===== src/rtl/risc_v_32_md_ctrl_if.sv =====
`default_nettype none
// ============================================================================
// Module      : risc_v_32_md_ctrl_if
// Description : Bundle between the EX stage and the RV32M multiply/divide
//               sequencer.
//               - master : pipeline side (drives the request, receives the
//                          stall and writeback controls)
//               - slave  : sequencer side
//               Request   : md_req, ex_funct3, ex_rd, divisor_zero, flush
//               Response  : dp_start, dp_is_div, dp_abort, stall, busy,
//                           wb_valid, wb_rd, wb_funct3
// Revision    : 1.0 - initial release
// ============================================================================
interface risc_v_32_md_ctrl_if;
    logic       md_req;
    logic [2:0] ex_funct3;
    logic [4:0] ex_rd;
    logic       divisor_zero;
    logic       flush;

    logic       dp_start;
    logic       dp_is_div;
    logic       dp_abort;
    logic       stall;
    logic       busy;
    logic       wb_valid;
    logic [4:0] wb_rd;
    logic [2:0] wb_funct3;

    modport master (
        output md_req, ex_funct3, ex_rd, divisor_zero, flush,
        input  dp_start, dp_is_div, dp_abort, stall, busy,
               wb_valid, wb_rd, wb_funct3
    );

    modport slave (
        input  md_req, ex_funct3, ex_rd, divisor_zero, flush,
        output dp_start, dp_is_div, dp_abort, stall, busy,
               wb_valid, wb_rd, wb_funct3
    );
endinterface
`default_nettype wire


===== src/rtl/risc_v_32_md_ctrl.sv =====
`default_nettype none
// ============================================================================
// Module      : risc_v_32_md_ctrl
// Description : Sequencer for the RV32M multi-cycle multiply/divide datapath
//               in the EX stage. Accepts one M-extension op, strobes the
//               datapath start, freezes the front of the pipeline while the
//               op iterates and flags the cycle in which the result is ready.
// Ports       : clk  - clock, rising edge
//               rst  - synchronous active-high reset
//               md   - risc_v_32_md_ctrl_if.slave (request/stall/writeback)
// Parameters  : MUL_CYCLES - busy cycles for MUL/MULH/MULHSU/MULHU (>=1)
//               DIV_CYCLES - busy cycles for DIV/DIVU/REM/REMU (>=1)
//               CNT_W      - counter width, holds max(MUL,DIV)_CYCLES-1
// Build macro : MD_ZERO_SKIP_EN - divide by zero finishes after one busy
//               cycle; when undefined divisor_zero is ignored.
// Revision    : 1.0 - initial release
// ============================================================================
module risc_v_32_md_ctrl #(
    parameter int MUL_CYCLES = 2,
    parameter int DIV_CYCLES = 32,
    parameter int CNT_W      = 6
) (
    input  wire logic          clk,
    input  wire logic          rst,
    risc_v_32_md_ctrl_if.slave md
);

    typedef enum logic [1:0] {
        ST_IDLE = 2'd0,
        ST_BUSY = 2'd1,
        ST_DONE = 2'd2
    } state_t;

    localparam logic [CNT_W-1:0] c_mul_last = CNT_W'(MUL_CYCLES - 1);
    localparam logic [CNT_W-1:0] c_div_last = CNT_W'(DIV_CYCLES - 1);

    state_t           r_state;
    state_t           w_state_nxt;
    logic [CNT_W-1:0] r_cnt;
    logic [CNT_W-1:0] w_cnt_nxt;
    logic             r_is_div;
    logic             w_is_div_nxt;
    logic             r_abort;
    logic             w_abort_nxt;
    logic [4:0]       r_rd;
    logic [4:0]       w_rd_nxt;
    logic [2:0]       r_funct3;
    logic [2:0]       w_funct3_nxt;

    logic             w_accept;
    logic [CNT_W-1:0] w_cnt_load;

    // Nothing is accepted while reset is asserted, so dp_start and stall stay
    // low even if EX presents a request during reset.
    assign w_accept = (r_state == ST_IDLE) & md.md_req & ~md.flush & ~rst;

    // Counter preload: last iteration index of the accepted op.
`ifdef MD_ZERO_SKIP_EN
    assign w_cnt_load = md.ex_funct3[2] ? (md.divisor_zero ? '0 : c_div_last)
                                        : c_mul_last;
`else
    logic w_unused_divisor_zero;
    assign w_unused_divisor_zero = md.divisor_zero;
    assign w_cnt_load = md.ex_funct3[2] ? c_div_last : c_mul_last;
`endif

    // ------------------------------------------------------------------------
    // State register
    // ------------------------------------------------------------------------
    always_ff @(posedge clk) begin
        if (rst) begin
            r_state  <= ST_IDLE;
            r_cnt    <= '0;
            r_is_div <= 1'b0;
            r_abort  <= 1'b0;
            r_rd     <= '0;
            r_funct3 <= '0;
        end else begin
            r_state  <= w_state_nxt;
            r_cnt    <= w_cnt_nxt;
            r_is_div <= w_is_div_nxt;
            r_abort  <= w_abort_nxt;
            r_rd     <= w_rd_nxt;
            r_funct3 <= w_funct3_nxt;
        end
    end

    // ------------------------------------------------------------------------
    // Next-state logic
    // ------------------------------------------------------------------------
    always_comb begin
        w_state_nxt  = r_state;
        w_cnt_nxt    = r_cnt;
        w_is_div_nxt = r_is_div;
        w_abort_nxt  = 1'b0;
        w_rd_nxt     = r_rd;
        w_funct3_nxt = r_funct3;

        case (r_state)
            ST_IDLE: begin
                if (w_accept) begin
                    w_state_nxt  = ST_BUSY;
                    w_cnt_nxt    = w_cnt_load;
                    w_is_div_nxt = md.ex_funct3[2];
                    w_rd_nxt     = md.ex_rd;
                    w_funct3_nxt = md.ex_funct3;
                end
            end
            ST_BUSY: begin
                if (md.flush) begin
                    // Killed mid-iteration: datapath must drop its partial state.
                    w_state_nxt  = ST_IDLE;
                    w_abort_nxt  = 1'b1;
                    w_is_div_nxt = 1'b0;
                end else if (r_cnt == '0) begin
                    w_state_nxt = ST_DONE;
                end else begin
                    w_cnt_nxt = r_cnt - 1'b1;
                end
            end
            ST_DONE: begin
                // The request still visible here is the op just completed.
                w_state_nxt  = ST_IDLE;
                w_is_div_nxt = 1'b0;
            end
            default: begin
                w_state_nxt = ST_IDLE;
            end
        endcase
    end

    // ------------------------------------------------------------------------
    // Outputs
    // ------------------------------------------------------------------------
    assign md.dp_start  = w_accept;
    assign md.stall     = w_accept | (r_state == ST_BUSY);
    assign md.busy      = (r_state != ST_IDLE);
    assign md.wb_valid  = (r_state == ST_DONE) & ~md.flush;
    assign md.dp_is_div = r_is_div;
    assign md.dp_abort  = r_abort;
    assign md.wb_rd     = r_rd;
    assign md.wb_funct3 = r_funct3;

endmodule
`default_nettype wire

===== src/flat_wrapper.sv =====
// flat-port wrapper written by rule: the top's interface ports become plain ports
module risc_v_32_md_ctrl_flat 
#(
    parameter int MUL_CYCLES = 2,
    parameter int DIV_CYCLES = 32,
    parameter int CNT_W      = 6
)
  (clk, rst, md_md_req, md_ex_funct3, md_ex_rd, md_divisor_zero, md_flush, md_dp_start, md_dp_is_div, md_dp_abort, md_stall, md_busy, md_wb_valid, md_wb_rd, md_wb_funct3);
  risc_v_32_md_ctrl_if md_i ();
  input  wire logic clk;
  input  wire logic rst;
  input wire logic [$bits(md_i.md_req)-1:0] md_md_req;
  input wire logic [$bits(md_i.ex_funct3)-1:0] md_ex_funct3;
  input wire logic [$bits(md_i.ex_rd)-1:0] md_ex_rd;
  input wire logic [$bits(md_i.divisor_zero)-1:0] md_divisor_zero;
  input wire logic [$bits(md_i.flush)-1:0] md_flush;
  output wire logic [$bits(md_i.dp_start)-1:0] md_dp_start;
  output wire logic [$bits(md_i.dp_is_div)-1:0] md_dp_is_div;
  output wire logic [$bits(md_i.dp_abort)-1:0] md_dp_abort;
  output wire logic [$bits(md_i.stall)-1:0] md_stall;
  output wire logic [$bits(md_i.busy)-1:0] md_busy;
  output wire logic [$bits(md_i.wb_valid)-1:0] md_wb_valid;
  output wire logic [$bits(md_i.wb_rd)-1:0] md_wb_rd;
  output wire logic [$bits(md_i.wb_funct3)-1:0] md_wb_funct3;
  assign md_i.md_req = md_md_req;
  assign md_i.ex_funct3 = md_ex_funct3;
  assign md_i.ex_rd = md_ex_rd;
  assign md_i.divisor_zero = md_divisor_zero;
  assign md_i.flush = md_flush;
  assign md_dp_start = md_i.dp_start;
  assign md_dp_is_div = md_i.dp_is_div;
  assign md_dp_abort = md_i.dp_abort;
  assign md_stall = md_i.stall;
  assign md_busy = md_i.busy;
  assign md_wb_valid = md_i.wb_valid;
  assign md_wb_rd = md_i.wb_rd;
  assign md_wb_funct3 = md_i.wb_funct3;
  risc_v_32_md_ctrl #(.MUL_CYCLES(MUL_CYCLES), .DIV_CYCLES(DIV_CYCLES), .CNT_W(CNT_W)) u_core (.clk(clk), .rst(rst), .md(md_i));
endmodule

===== config.mk =====
export PLATFORM = sky130hd
export DESIGN_NAME = risc_v_32_md_ctrl_flat
export DESIGN_NICKNAME = d
export VERILOG_FILES = /design/src/rtl/risc_v_32_md_ctrl_if.sv /design/src/rtl/risc_v_32_md_ctrl.sv /design/src/flat_wrapper.sv
export SDC_FILE = /design/constraint.sdc
export NUM_CORES = 1
export LEC_CHECK = 0
export CORE_UTILIZATION = 47
export DETAILED_ROUTE_END_ITERATION = 16
export GPL_ROUTABILITY_DRIVEN = 0
export PLACE_DENSITY = 0.83
export SLEW_MARGIN = 40
export SYNTH_ARGS = -nofsm -noshare
export SYNTH_HDL_FRONTEND = slang
export SYNTH_SLANG_ARGS = --single-unit

===== constraint.sdc =====
create_clock -name clk -period 2.1 [get_ports clk]
set_input_delay 0.315 -clock clk [delete_from_list [all_inputs] [get_ports clk]]
set_output_delay 0.315 -clock clk [all_outputs]
set_load 0.02 [all_outputs]

* Word level (Yosys, flattened, before mapping)
Cells that the tools add are included.
** Word-level totals
- Input bits :: 13
- Output and inout port bits :: 14
- Register bits after elaboration :: 18
** Operators by class
- Muxes and demuxes :: 13
- $add $sub $neg :: 1
- Reductions and logical operators :: 10
- Bitwise logic cells :: 8
- Equal/unequal tests :: 7
** Operators by type and width (number)
- 2-to-1 mux 6 bit :: 3
- case mux 6 bit (2 select lines) :: 1
- zero test 6 bit :: 1
- 2-to-1 mux 2 bit :: 3
- inequality test 2 bit (second input constant) :: 3
- subtractor 6 x 1 -> 6 bit (second input constant) :: 1
- 2-to-1 mux 5 bit :: 1
- bitwise AND 1 bit :: 4
- case mux 2 bit (2 select lines) :: 1
- AND reduction 2 bit :: 2
- AND reduction 4 bit :: 1
- nonzero test 2 bit :: 2
- 2-to-1 mux 1 bit :: 3
- inequality test 3 x 2 -> 1 bit (second input constant) :: 1
- inverter 1 bit :: 3
- case mux 1 bit (3 select lines) :: 1
- AND reduction 3 bit :: 1
- nonzero test 3 bit :: 1
- equality test 2 x 1 -> 1 bit (second input constant) :: 1
- equality test 2 bit (second input constant) :: 1
- zero test 2 bit :: 1
- inequality test 2 x 1 -> 1 bit (second input constant) :: 1
- OR reduction 2 bit :: 1
- bitwise OR 1 bit :: 1

* Depth between registers and ports, before layout
Gate-level depths: netlist (run 1).
- Depth after elaboration :: 6
- Depth in mapped cells :: 8

* Worst setup path before layout (run 1)
Ideal clock, no wire load.
- Kind :: flip-flop to output port
- Start point :: register u_core.r_state[0]
- End point :: output md_dp_start
- Stages on the path, launching flop included :: 7
- Arrival :: 1248 ps
- Setup slack :: 537 ps
- Buffers on the path :: 2
- Data required time :: 1785 ps
- Cells stage by stage :: dfxtp_1 > inv_1 > ha_1 > nand4bb_4 > inv_4 > buf_6 > buf_2
** On the way
- Longest elaborated chain between the ends :: 4
** Ends and longest elaborated chain
- from (decl) :: RTL line risc_v_32_md_ctrl.sv:37 : state_t r_state;
- from (signal assigned) :: RTL line risc_v_32_md_ctrl.sv:79 : r_state <= w_state_nxt;
- zero test 2 bit :: RTL line risc_v_32_md_ctrl.sv:55 : assign w_accept = (r_state == ST_IDLE) & md.md_req & ~md.flush & ~rst;
- bitwise AND 1 bit (3 in series) :: RTL line risc_v_32_md_ctrl.sv:55
- to (decl) :: RTL line flat_wrapper.sv:17 : output wire logic [$bits(md_i.dp_start)-1:0] md_dp_start;
Every way passes these cells.

* Final worst setup path (run 1)
- Start point :: register u_core.r_state[0]
- End point :: output md_busy
** On the way
- Longest elaborated chain between the ends :: 1
** Ends and longest elaborated chain
- nonzero test 2 bit :: RTL line risc_v_32_md_ctrl.sv:137 : assign md.busy = (r_state != ST_IDLE);
- to (decl) :: RTL line flat_wrapper.sv:21 : output wire logic [$bits(md_i.busy)-1:0] md_busy;
Every way passes these cells.

==> results.py, run 1 <==
metrics = {
    "die": {
        "die-area_mm2": 0.00238,
        "die_y_um": 48.8,
        "rows": 16,
        "ioPinCount": 27,
        "initial_core_util_pct": 51.3,
        "die_w_um": 48.8,
        "coreArea_mm2": 0.00200,
    },
    "clock_tree": {
        "clock_tree.htree_level_count": 1,
        "postCtsSetupRepairBufs": 0,
        "tritoncts": "built",
        "cts.sinks": 18,
        "cts-buffers-inserted": 3,
        "clk_pin_slew_ns": 0.10,
        "clk_latency_ns": 0.29,
        "root_buffer": "clkbuf_4",
        "clockBufferDepth": 2,
    },
    "routing": {
        "antenna_left": 0,
        "drtPass1Iterations": 4,
        "drtIter0Drc": 12,
        "vias": 931,
        "via_per_inst": 5.38,
        "drc_errors": 0,
        "routed_wl_um": 2340,
        "drt-wirelength-per-cell_um": 13.5,
    },
    "global_route": {
        "grt-ovfl-total": 0,
        "grt.total_usage_pct": 22.2,
        "grt_start_max_net_pins": 20,
        "grt_pass1_vias": 1001,
        "grt_pass1_wl_um": 4170,
        "antenna_found_initial": 0,
    },
    "sta": {
        "tns_ns": 0,
        "layout_min_cycle_time_ns": 1.99,
        "fmax_ghz": 0.503,
        "worst_pin_slew_ns": 0.350,
        "slew_headroom_pct": 76.6,
        "hold_viol_final": 0,
        "rsz0062_at_grt": "no",
        "clock_skew_ns": 0.00516,
        "setup_viol": 0,
        "fin_crit_sh_pct": 94.7,
        "slew_viol_final": 0,
    },
    "setup_path": {
        "cp.required_ns": 1.78,
        "startpoint": "u_core.r_state[0]",
        "timing.rr.start": "u_core.r_state[0]",
        "cp_data_arrival_time_ns": 1.67,
        "setup.worst_path.end_class": "primary output",
        "path_max_fanout": 5,
        "cp-start-kind": "flop",
        "crit_type": "reg2out",
    },
    "logic_synthesis": {
        "synth_common_cells": "18 x dfxtp_1, 17 x nand2_1, 11 x nand2b_1, 11 x o21ai_1",
        "synthCells": 117,
        "syn_nets": 135,
        "yosysSeqAreaShare_pct": 35.1,
        "yosysTopAreaCell": "dfxtp_1",
        "synth-edff-count": 0,
        "syn_area_mm2": 0.00103,
        "yosysMostFrequentCell": "dfxtp_1",
        "async_flop_share_pct": 0,
        "synth_top_flop_cell": "dfxtp_1",
        "yosysWarnings": 0,
        "synthTopCellsByArea": "dfxtp_1 35%, nand2b_1 6.7%, nand2_1 6.2%",
        "synth.avg_cell_area_um2": 8.78,
        "ys_ff_latch": 18,
        "synth_cell_type_count": 38,
        "netlist.area_leader.share_pct": 35.1,
    },
    "layout": {
        "n_antenna_cell": 0,
        "fillCellCount": 165,
        "drive_above_1_share_pct": 15.1,
        "synthToLayoutAreaGrowth_pct": 31.4,
        "fin_nets": 166,
    },
    "placed_design": {
        "io_buffer_count": 25,
        "dp_hpwl_um": 1700,
    },
    "outcome": {
        "outcome": "complete, no violations",
    },
    "min_path": {
        "hold_path.class": "reg2reg",
        "min_from": "u_core.md.wb_rd[0]",
    },
    "pwr": {
        "leakagePower_nw": 0.493,
        "ir_drop_uv": 518,
        "powerDensity_mw_per_mm2": 734,
        "fin_total_pwr_mw": 0.990,
    },
    "flow_run": {
        "cap_viol_max_count": 0,
    },
}
==> metrics by stage <==
stage | area [um2] | hold slack [ns] | setup WS (ns) | util (%) | instances
final | 1350 | 0.469 | 0.111 | 67.4 | 173
after global routing | 1350 | 0.509 | 0.0542 | 67.4 | 173
after CTS | 1350 | 0.470 | 0.112 | 67.4 | 173
after detailed placement | 1330 | 0.454 | 0.0599 | 66.3 | 170
after global placement | 1330 | 0.449 | 0.0836 | 66.3 | 170
after floorplan | 1030 | 0.430 | 0.537 | - | 117
==> power breakdown <==
group	total (mW)	switching, mW	internal, mW	leakage [nW]
clock network	0.168	0.101	0.0666	0.0138
logic	0.414	0.218	0.195	0.332
registers	0.409	0.0315	0.377	0.147
==> cells by family (layout without fill, tap and decap cells) <==
group	Yosys count	count (layout)	share of synthesized area, %
simple gates	51	51	31.9
fa+ha+maj	5	5	6.09
compound gates	31	31	21.3
buf+inv	12	41	5.60
flops	18	18	35.1
==> final cells by class <==
class / count / area (um2) / share of cell area (%)
flip-flops and latches: 18 / 360 / 26.7
repair buffers: 31 / 293 / 21.7
clock buffers: 3 / 22.5 / 1.67
multi-input cells: 87 / 612 / 45.3
well taps: 27 / 33.8 / 2.50
inverters: 7 / 28.8 / 2.13
==> path summary, 6_finish.rpt <==
path	end	slack, ns	cells past startpoint
max reg2reg	u_core.r_cnt[3]	0.34	8
min	u_core.md.wb_rd[0]	0.47	2
max	md_busy	0.11	4
min reg2reg	u_core.md.wb_rd[0]	0.47	2
==> critical path, stage by stage, from the launching register on <==
cell and delay, ns:
dfxtp_1 0.37, inv_1 0.09, ha_2 0.24, inv_1 0.09
clkdlybuf4s50_1 0.60
==> repair_timing <==
item	4_1_cts	5_1_grt
hold buffers	0	0
setup endpoints to repair	2	0
gates resized for setup	3	0
==> flip-flops by register name (all words and copies together), names as in the netlist <==
register             flops
u_core.md.dp_abort       1
u_core.r_state           2
u_core.r_cnt             6
u_core.md.wb_rd          5
u_core.md.dp_is_div      1
u_core.md.wb_funct3      3
==> per-layer routing <==
| layer | part of all wire [%] | GRT usage (%) | routed length (um) |
|---|---|---|---|
| met5 | 0 | 0 | 0 |
| met4 | 0.94 | 12.7 | 22 |
| met3 | 3.6 | 2.20 | 83 |
| met2 | 50 | 38.7 | 1180 |
| met1 | 45 | 26.3 | 1050 |
==> cell usage in the layout (no fill, tap or decap), drive strengths merged, types with 2 or more instances in the layout <==
cell type      count
a21o               2
a21oi              7
a2bb2oi            2
a31oi              2
and2b              2
buf                6
clkbuf             3
clkdlybuf4s50     23
dfxtp             18
dlygate4sd2        2
ha                 5
inv                7
nand2             17
nand2b            11
nor2               7
nor2b              2
nor3               2
nor3b              2
nor4b              2
o21ai             12
o32ai              3
No activity file was read; power rests on OpenSTA's default activity.
==> inputs of run 2 (changes only) <==
--- a/config.mk
+++ b/config.mk
@@ -5,6 +5,7 @@
 export SDC_FILE = /design/constraint.sdc
 export NUM_CORES = 1
 export LEC_CHECK = 0
+export ABC_CLOCK_PERIOD_IN_PS = 2100
 export CORE_UTILIZATION = 47
 export DETAILED_ROUTE_END_ITERATION = 16
 export GPL_ROUTABILITY_DRIVEN = 0
==> results of run 2 <==
Final layout, timing and power as in run 1 (identical DEF).
==> inputs of run 3 (changes only) <==
--- a/config.mk
+++ b/config.mk
@@ -6,6 +6,7 @@
 export NUM_CORES = 1
 export LEC_CHECK = 0
 export ABC_CLOCK_PERIOD_IN_PS = 2100
+export CORE_MARGIN = 8
 export CORE_UTILIZATION = 47
 export DETAILED_ROUTE_END_ITERATION = 16
 export GPL_ROUTABILITY_DRIVEN = 0
==> results.py, run 3 (synthesized netlist as in run 1, its figures left out) <==
metrics = {
    "outcome": {
        "outcome": "complete, no violations",
    },
    "die": {
        "rows": 17,
        "ioPinCount": 27,
        "initial_core_util_pct": 47.8,
        "die-area_mm2": 0.00394,
        "coreArea_mm2": 0.00215,
        "die_y_um": 62.8,
        "die_w_um": 62.8,
    },
    "global_route": {
        "grt_pass1_wl_um": 4110,
        "antenna_found_initial": 0,
        "grt.total_usage_pct": 12.4,
        "grt-ovfl-total": 0,
        "grt_start_max_net_pins": 20,
        "grt_pass1_vias": 927,
    },
    "clock_tree": {
        "clock_tree.htree_level_count": 1,
        "root_buffer": "clkbuf_4",
        "tritoncts": "built",
        "cts-buffers-inserted": 3,
        "clk_pin_slew_ns": 0.10,
        "clockBufferDepth": 2,
        "postCtsSetupRepairBufs": 0,
        "clk_latency_ns": 0.29,
        "cts.sinks": 18,
    },
    "layout": {
        "top_register": "u_core.r_cnt",
        "regArea_um2": 360,
        "fillCellCount": 184,
        "fin_nets": 166,
        "fin_util_pct": 63.5,
        "n_antenna_cell": 0,
        "largest_reg_flops": 6,
        "multi_input_area_um2": 612,
        "finalNonFillerCells": 175,
        "synthToLayoutAreaGrowth_pct": 32.9,
        "layout_commonest_cell": "clkdlybuf4s50_1",
        "drive_above_1_share_pct": 15.6,
        "layout_common_cells": "23 x clkdlybuf4s50_1, 18 x dfxtp_1, 17 x nand2_1, 11 x nand2b_1, 11 x o21ai_1",
        "design_area_mm2": 0.00137,
    },
    "routing": {
        "routed_wl_um": 2410,
        "antenna_left": 0,
        "wl_met2_um": 1270,
        "via_per_inst": 5.22,
        "drt-wirelength-per-cell_um": 13.8,
        "wl_met1_um": 1020,
        "drtIter0Drc": 33,
        "wl_met3_um": 91,
        "vias": 914,
        "drtPass1Iterations": 4,
        "top_layer_used": "met4",
        "drc_errors": 0,
    },
    "min_path": {
        "hold_path.class": "reg2reg",
        "holdPathStages": 2,
    },
    "setup_path": {
        "cp-start-kind": "flop",
        "crit_type": "reg2out",
        "cp.required_ns": 1.78,
        "r2r_cells": 6,
        "cp_slowest_cell": "clkdlybuf4s50_1",
        "cp_data_arrival_time_ns": 1.64,
        "cp_slowest_stage_delay_ns": 0.61,
        "worstPathCellList": "inv_1 -> ha_2 -> inv_1 -> clkdlybuf4s50_1",
        "path_max_fanout": 5,
        "cp_common_cell": "inv_1",
        "setup.worst_path.end_class": "primary output",
    },
    "sta": {
        "fmax_ghz": 0.511,
        "setup_viol": 0,
        "slew_headroom_pct": 74.4,
        "tns_ns": 0,
        "hold_viol_final": 0,
        "clock_skew_ns": 0.00451,
        "layout_min_cycle_time_ns": 1.96,
        "rsz0062_at_grt": "no",
        "fin_crit_sh_pct": 93.2,
        "worst_pin_slew_ns": 0.383,
        "slew_viol_final": 0,
    },
    "placed_design": {
        "io_buffer_count": 25,
        "postPlaceCellArea_mm2": 0.00133,
        "dp_hpwl_um": 1900,
        "place_inst": 171,
    },
    "pwr": {
        "ir_drop_uv": 503,
        "powerDensity_mw_per_mm2": 755,
        "leakagePower_nw": 0.500,
        "fin_total_pwr_mw": 1.03,
    },
    "flow_run": {
        "cap_viol_max_count": 0,
    },
}
-- run 3: changes by cell type in the layout (fill, tap and decap cells not counted), sizes merged --
cell,delta
clkbuf,+1
-- run 3: per-layer routing --
metal | GRT usage (%) | vias to the layer above
met2 | 22.6 | 19
met3 | 2.33 | 2
li1 | - | 466
met1 | 13.1 | 427
met5 | 0 | -
met4 | 6.84 | 0
-- run 3: area by class of cell --
type / count / share of cell area [%]
Inverter: 7 / 2.11
Clock buffer: 4 / 2.66
Sequential cell: 18 / 26.4
Timing Repair Buffer: 31 / 21.4
Tap cell: 28 / 2.57
Multi-Input combinational cell: 87 / 44.8
-- run 3: critical path: cells and delay by family (launching register included) --
family	cells	cell delay [ns]
buffers and inverters	3	0.77
adder cells (fa/ha/maj)	1	0.22
flip-flops	1	0.37
-- run 3: where the power goes --
group          internal (mW)  total [mW]  switching [mW]  leakage [nW]
clock network          0.106       0.211           0.105        0.0210
registers              0.377       0.408          0.0311         0.147
logic                  0.195       0.412           0.217         0.332
-- run 3: stage by stage --
stage                     hold slack [ns]  setup slack, ns
after global placement              0.450           0.0861
after global routing                0.511           0.0302
after floorplan                     0.430            0.537
after detailed placement            0.462           0.0797
final                               0.475            0.143
after CTS                           0.479            0.121
-- run 3: timing repair --
action / in CTS / in global routing
hold buffers: 0 / 0
endpoints found under the setup margin: 2 / 0
gates resized for setup: 3 / 0
-- run 3: worst paths after layout --
| check | from | end | slack (ns) |
|---|---|---|---|
| setup / recovery | u_core.r_state[1] | md_busy | 0.14 |
| hold / removal | u_core.md.wb_rd[1] | u_core.md.wb_rd[1] | 0.47 |
| setup reg to reg | u_core.r_cnt[0] | u_core.r_cnt[5] | 0.41 |
| hold reg to reg | u_core.md.wb_rd[1] | u_core.md.wb_rd[1] | 0.47 |
